## config.mk

```make
export PLATFORM = sky130hd
export DESIGN_NAME = btn_conditioner
export DESIGN_NICKNAME = d
export VERILOG_FILES = /design/src/rtl/btn_pkg.sv /design/src/rtl/sync_2ff.sv /design/src/rtl/btn_conditioner.sv
export SDC_FILE = /design/constraint.sdc
export NUM_CORES = 1
export LEC_CHECK = 0
export CORE_ASPECT_RATIO = 1.2
export CORE_MARGIN = 2
export CORE_UTILIZATION = 43
export CTS_BUF_LIST = sky130_fd_sc_hd__clkbuf_16
export DETAILED_ROUTE_END_ITERATION = 10
export GPL_TIMING_DRIVEN = 0
export SYNTH_ARGS = -nofsm -noshare
export SYNTH_HDL_FRONTEND = slang
export SYNTH_SLANG_ARGS = --single-unit
```

## constraint.sdc

```tcl
create_clock -name clk -period 2.2 [get_ports clk]
set_input_delay 0.44 -clock clk [delete_from_list [all_inputs] [get_ports clk]]
set_output_delay 0.44 -clock clk [all_outputs]
set_load 0.005 [all_outputs]
```

## src/rtl/btn_pkg.sv

```systemverilog
// Shared types and constants for the push-button conditioning chain.
package btn_pkg;

    typedef enum logic [1:0] {
        ST_IDLE   = 2'd0,
        ST_HELD   = 2'd1,
        ST_REPEAT = 2'd2
    } btn_state_t;

    localparam int DEF_DEBOUNCE_CYCLES = 4;
    localparam int DEF_HOLD_CYCLES     = 16;
    localparam int DEF_REPEAT_CYCLES   = 4;

    // Bits needed to hold values 0..max_val inclusive.
    function automatic int cnt_width(input int max_val);
        return (max_val < 1) ? 1 : $clog2(max_val + 1);
    endfunction

endpackage

```

## src/rtl/sync_2ff.sv

```systemverilog
// Two-flop synchronizer for a single asynchronous input bit.
module sync_2ff (
    input  logic clk,
    input  logic rst,
    input  logic async_in,
    output logic synced
);

    logic s1;

    always_ff @(posedge clk or negedge rst) begin
        if (!rst) begin
            s1     <= 1'b0;
            synced <= 1'b0;
        end else begin
            s1     <= async_in;
            synced <= s1;
        end
    end

endmodule

```

## src/rtl/btn_conditioner.sv

```systemverilog
// Raw button -> synchronized, debounced level plus press/release/long-press/repeat pulses.
//
// state     | meaning
// ST_IDLE   | button released (or not yet debounced high)
// ST_HELD   | pressed, timing toward long_press
// ST_REPEAT | held past long_press, emitting periodic repeat pulses
module btn_conditioner
    import btn_pkg::*;
#(
    parameter int DEBOUNCE_CYCLES = DEF_DEBOUNCE_CYCLES,
    parameter int HOLD_CYCLES     = DEF_HOLD_CYCLES,
    parameter int REPEAT_CYCLES   = DEF_REPEAT_CYCLES
) (
    input  logic clk,
    input  logic rst,
    input  logic noisy_in,
    output logic level,
    output logic press,
    output logic release_pulse,
    output logic long_press,
    output logic repeat_pulse
);

    localparam int DW = cnt_width(DEBOUNCE_CYCLES);
    localparam int HW = cnt_width((HOLD_CYCLES > REPEAT_CYCLES) ? HOLD_CYCLES : REPEAT_CYCLES);
    localparam logic [DW-1:0] D_TC   = DW'(DEBOUNCE_CYCLES - 1);
    localparam logic [HW-1:0] H_TC   = HW'(HOLD_CYCLES - 1);
    localparam logic [HW-1:0] R_TC   = HW'((REPEAT_CYCLES > 0) ? REPEAT_CYCLES - 1 : 0);
    localparam logic          RPT_EN = (REPEAT_CYCLES != 0);

    logic          synced;
    logic [DW-1:0] cnt;
    logic          flip;
    logic          rise;
    logic          fall;

    sync_2ff u_sync (
        .clk      (clk),
        .rst      (rst),
        .async_in (noisy_in),
        .synced   (synced)
    );

    // rise/fall are the debounce flip conditions seen before the edge, so the
    // FSM reacts on the same edge that updates level.
    assign flip = (synced != level) && (cnt == D_TC);
    assign rise = flip && synced;
    assign fall = flip && !synced;

    always_ff @(posedge clk or negedge rst) begin
        if (!rst) begin
            level         <= 1'b0;
            cnt           <= '0;
            press         <= 1'b0;
            release_pulse <= 1'b0;
        end else begin
            press         <= rise;
            release_pulse <= fall;
            if (synced == level) begin
                cnt <= '0;
            end else if (cnt == D_TC) begin
                level <= synced;
                cnt   <= '0;
            end else begin
                cnt <= cnt + 1'b1;
            end
        end
    end

    btn_state_t    state;
    btn_state_t    state_next;
    logic [HW-1:0] hcnt;
    logic [HW-1:0] hcnt_next;
    logic          long_next;
    logic          rpt_next;

    always_ff @(posedge clk or negedge rst) begin
        if (!rst) begin
            state        <= ST_IDLE;
            hcnt         <= '0;
            long_press   <= 1'b0;
            repeat_pulse <= 1'b0;
        end else begin
            state        <= state_next;
            hcnt         <= hcnt_next;
            long_press   <= long_next;
            repeat_pulse <= rpt_next;
        end
    end

    always_comb begin
        state_next = state;
        hcnt_next  = hcnt;
        if (fall) begin
            state_next = ST_IDLE;
            hcnt_next  = '0;
        end else begin
            case (state)
                ST_IDLE: begin
                    if (rise) begin
                        state_next = ST_HELD;
                        hcnt_next  = '0;
                    end
                end
                ST_HELD: begin
                    if (hcnt == H_TC) begin
                        state_next = ST_REPEAT;
                        hcnt_next  = '0;
                    end else begin
                        hcnt_next = hcnt + 1'b1;
                    end
                end
                ST_REPEAT: begin
                    if (RPT_EN) begin
                        if (hcnt == R_TC) hcnt_next = '0;
                        else              hcnt_next = hcnt + 1'b1;
                    end
                end
                default: begin
                    state_next = ST_IDLE;
                    hcnt_next  = '0;
                end
            endcase
        end
    end

    // A release on this edge suppresses any long/repeat pulse.
    always_comb begin
        long_next = 1'b0;
        rpt_next  = 1'b0;
        if (!fall) begin
            case (state)
                ST_HELD:   long_next = (hcnt == H_TC);
                ST_REPEAT: rpt_next  = RPT_EN && (hcnt == R_TC);
                default: ;
            endcase
        end
    end

endmodule

```

======== Yosys cells after proc, flatten, opt, wreduce, memory -nomap -nowiden ========
Index checks and enable logic that the tools add are counted.
storage, ports and cells
  register bits ........................... 17
  input bits .............................. 3
  output and inout port bits .............. 5
  word-level logic and storage cells ...... 45
cells by class
  add/subtract/negate cells ............... 2
  eq/ne operators ......................... 10
  mux-type cells .......................... 15
  bitwise logic cells ..................... 1
  reduce and logical (&&, ||, !) cells .... 7
operator list
  operator               number
  $mux W5                4
  $pmux W5 S3            1
  $mux W2                3
  $mux W3                2
  $ne A3 B3 Y1 const B   2
  $pmux W2 S3            1
  $add A5 B1 Y5 const B  1
  $eq A5 B2 Y1 const B   1
  $eq A5 B4 Y1 const B   1
  $mux W1                4
  $add A3 B1 Y3 const B  1
  $eq A3 B2 Y1 const B   1
  $logic_and A1 B1 Y1    3
  $reduce_and A3 Y1      1
  $eq A2 B1 Y1 const B   1
  $eq A2 B2 Y1 const B   1
  $logic_not A2 Y1       1
  $ne A2 B2 Y1 const B   1
  $reduce_and A2 Y1      1
  $eq A1 B1 Y1           1
  $logic_not A1 Y1       1
  $ne A1 B1 Y1           1
  $not A1 Y1             1

======== Longest topological paths before layout ========
  word-level depth ........................ 6
  mapped depth ............................ 8
  mapped depth without buffers ............ 8

======== Modules after synthesis ========
Synthesis repeated with hierarchy kept, for this count alone.
unflattened totals
  cell total of the unflattened synthesis .. 86
  area, all modules ....................... 878.3 µm²
modules (own cells, without submodules)
  module           times used  cells each  area each (µm²)  sequential area each (µm²)
  btn_conditioner  1           84          828.3            375.4
  sync_2ff         1           2           50.0             50.0

======== Worst setup path before layout ========
Ideal clock, no wire load.
  path kind ............................... register to register
  from .................................... register hcnt[0]
  to ...................................... register hcnt[2]
  setup time .............................. 0.082 ns
  data arrival time ....................... 1.532 ns
  data required time ...................... 2.118 ns
  setup slack ............................. 0.586 ns
  stages on the path, launching flop included .. 9
  clock period less this slack ............ 1.614 ns
  cells stage by stage .................... dfrtp_1 -> ha_1 -> nand3_1 -> inv_1 -> ha_1 -> or2b_1 -> o21ai_2 -> nand3_1 -> o22ai_1
on the way
  longest elaborated chain between the ends .. 4
  elaborated cells on any way between the ends .. 7
  classes of those cells .................. add/sub: 1; eq/ne: 2; mux: 4
RTL lines
  element                                line                                            RTL
  from (decl)                            btn_conditioner.sv:72                           logic [HW-1:0] hcnt;
  from (signal assigned)                 btn_conditioner.sv:85                           hcnt <= hcnt_next;
  $add A5 B1 Y5 (tied with other cells)  btn_conditioner.sv:110, btn_conditioner.sv:116
  $mux W5 (on tied branches)             btn_conditioner.sv:115, btn_conditioner.sv:106
  $pmux W5 S3 (*)                        btn_conditioner.sv:98                           case (state)
  $mux W5 (*)                            btn_conditioner.sv:94                           if (fall) begin
Every way passes the cells marked *; elsewhere a longest branch is shown, timed or not.
A chain may end at the register's enable or synchronous reset.

======== Worst setup path after layout ========
Ends and elaborated chain as after synthesis.

==> results_dict.tcl <==
set metrics [dict create \
    status "finished, final reports clean" \
    overflow 0 \
    drc 0 \
    pin_count 8 \
    fillerInstances 185 \
    drive_above_1_share_pct 14.3 \
    yosysSeqAreaShare_pct 47.8 \
    p_per_area_nw_per_um2 1130 \
    numPortBuffers 7 \
    power_frac_clock_pct 30.9 \
    end_kind "register" \
    final_common_cell "dfrtp_1" \
    drt-initial-drc-count 5 \
    slew_viol_final 0 \
    hold_buffers 0 \
    maxCapViolCount 0 \
    fin_cells 118 \
    maxSlewHeadroom_pct 49.6 \
    synthTopCellsByArea "dfrtp_1, ha_1, inv_1, nand2_1, a31oi_1" \
    finClkSkew_ns 0.00396 \
    die_area_sq_um 2450 \
    critPathLaunchType "register" \
    hpwlAfterDp_um 1080 \
    finalHoldViolCount 0 \
    via_per_inst 5.48 \
    multi_input_area_sq_um 414 \
    synth.top_cell.area_share_pct 47.8 \
    power.total_mw 1.20 \
    area_delta_synth_final_pct 20.0 \
    vias 647 \
    clock_latency_ns 0.25 \
    synth.distinct_cells 30 \
    wl_per_cell_um 12.8 \
    grt_pass1_vias 646 \
    rrSetupSlack_ns 0.39 \
    mostFrequentLayoutCells "dfrtp_1, inv_1, nand2_1, ha_1, clkdlybuf4s50_1" \
    p_leak_nw 0.479 \
    finalWirelength_um 1510 \
    crit_type "register to register" \
    die_h_um 53.8 \
    p_comb_share_pct 35.5 \
    grt_usage_pct 15.9 \
    cts_tree "done" \
    finish.utilization_pct 53.2 \
    grt_pass1_wl_um 2760 \
    place_inst 114 \
    required_ns 2.37 \
    worstPathArrival_ns 1.98 \
    finalCritPeriodShare_pct 82.2 \
    clock.fmax_ghz 0.553 \
    swShare_pct 33.1 \
    cts-resized-gates 0 \
    antenna_found_initial 0 \
    setup_violations 0 \
    worstMarginPinSlew_ns 0.754 \
    worstHoldPathType "register to register" \
    ys_ff_latch 17 \
    chipWidth_um 45.5 \
    start_util_pct 44.4 \
    cts.sinks 17 \
    syn_area_per_cell_sq_um 10.2 \
    fin_area_sq_um 1070 \
    rsz0062_at_grt "no" \
    antenna_left 0 \
    fin_crit_ns 1.81 \
    synth_nets 98 \
    fp-row-count 18 \
    clockBufferDepth 2 \
    diodes 0 \
    setup_tns_ns 0 \
    register_area_sq_um 425 \
    grt_max_degree 18 \
    synth_warnings 0 \
    drt_first_pass_iters 4 \
    core_area_sq_um 2000 \
    critPathMaxFanout 5 \
    placement.cell_area_sq_um 985 \
    cts.clk_slew.worst_paths_ns 0.05 \
    cts_buffers 3 \
    clockRootBuffer "clkbuf_16" \
    htreeDepth 1 \
    nets 110 \
    cts_setup_buffers 0 \
    synth_area_sq_um 890 \
    p_sw_mw 0.398 \
    internal-power_mw 0.805 \
    synth_top_area_cell "dfrtp_1" \
    sequentialPowerShare_pct 33.7 \
    syn_inst 87 \
    gp_congestion 0.812 \
    ir_drop_v 0.000577 \
]
## power by group through the flow
stage,Clock (mW),Sequential [mW],Combinational (mW)
floorplan,0,0.404,0.321
global placement,0,0.407,0.417
detailed placement,0,0.410,0.425
CTS,0.378,0.405,0.430
global route,0.386,0.413,0.492
finish,0.371,0.405,0.427
## cells by family (layout without fill, tap and decap cells)
| logic type | count (synthesis) | count (layout) | synth area share, % |
|---|---|---|---|
| and+or+nand+nor | 30 | 30 | 19.3 |
| AOI/OAI and AO/OA | 18 | 18 | 12.8 |
| DFF | 17 | 17 | 47.8 |
| buffers and inverters | 11 | 22 | 5.62 |
| adders and majority gates | 8 | 8 | 11.3 |
| xor gates and xnor gates | 2 | 2 | 1.97 |
| muxes | 1 | 1 | 1.27 |
## cell usage after synthesis
cell       n
o21a_2     1
dfrtp_1   17
or2b_2     1
nor2_1     5
a31oi_1    4
a21oi_1    2
and3_1     1
o21ai_1    2
buf_2      1
o22ai_1    1
nand4_1    2
xnor2_1    1
nor4b_2    1
o21ai_2    2
nor2b_1    1
nor2b_2    1
a31o_1     1
and4bb_4   1
ha_1       8
nor3_1     3
inv_1      9
mux2_2     1
or2b_1     1
nand2b_1   1
buf_6      1
nand3_1    4
o21ai_0    4
o31ai_1    1
xor2_1     1
nand2_1    8
## path summary, 6_finish.rpt
kind	startpoint	endpoint	cells after the start
max in group asynchronous	rst	state[0]	1
worst min-delay path	u_sync.s1	u_sync.synced	0
worst max register to register	hcnt[0]	hcnt[2]	8
worst max-delay path	hcnt[0]	hcnt[2]	8
min in group asynchronous	rst	level	1
worst min register to register	u_sync.s1	u_sync.synced	0
## metal layers
metal / GRT usage [%] / vias up / wire length (um)
met5: 0 / - / 0
met4: 11.3 / 0 / 49
met3: 3.02 / 5 / 50
met2: 25.4 / 21 / 678
met1: 18.9 / 299 / 729
li1: - / 322 / -
## critical path: stages (launching register included)
cell     delay (ns)
dfrtp_1        0.40
ha_1           0.25
nand3_1        0.11
inv_1          0.05
ha_1           0.21
or2b_1         0.27
o21ai_2        0.12
nand3_1        0.15
o22ai_1        0.17
## metrics by stage
step / setup WS, ns / hold slack, ns
floorplan: 0.586 / 0.144
global placement: 0.435 / 0.336
detailed placement: 0.416 / 0.336
CTS: 0.387 / 0.348
global route: 0.219 / 0.359
finish: 0.392 / 0.345
## layout make-up
class                      count  share of cell area, %
inverter                       9                   3.17
timing repair buffer           7                   6.57
buffer                         2                   1.52
tap                           20                   2.34
multi-input combinational     59                   38.8
sequential                    17                   39.9
clock buffer                   3                   7.03
clock inverter                 1                  0.703
## state kept, by name, indices dropped and copies added, names as in the netlist
| signal | count |
|---|---|
| cnt | 3 |
| hcnt | 5 |
| level | 1 |
| long_press | 1 |
| press | 1 |
| release_pulse | 1 |
| repeat_pulse | 1 |
| state | 2 |
| u_sync.s1 | 1 |
| u_sync.synced | 1 |
No activity file was read; power rests on OpenSTA's default activity.
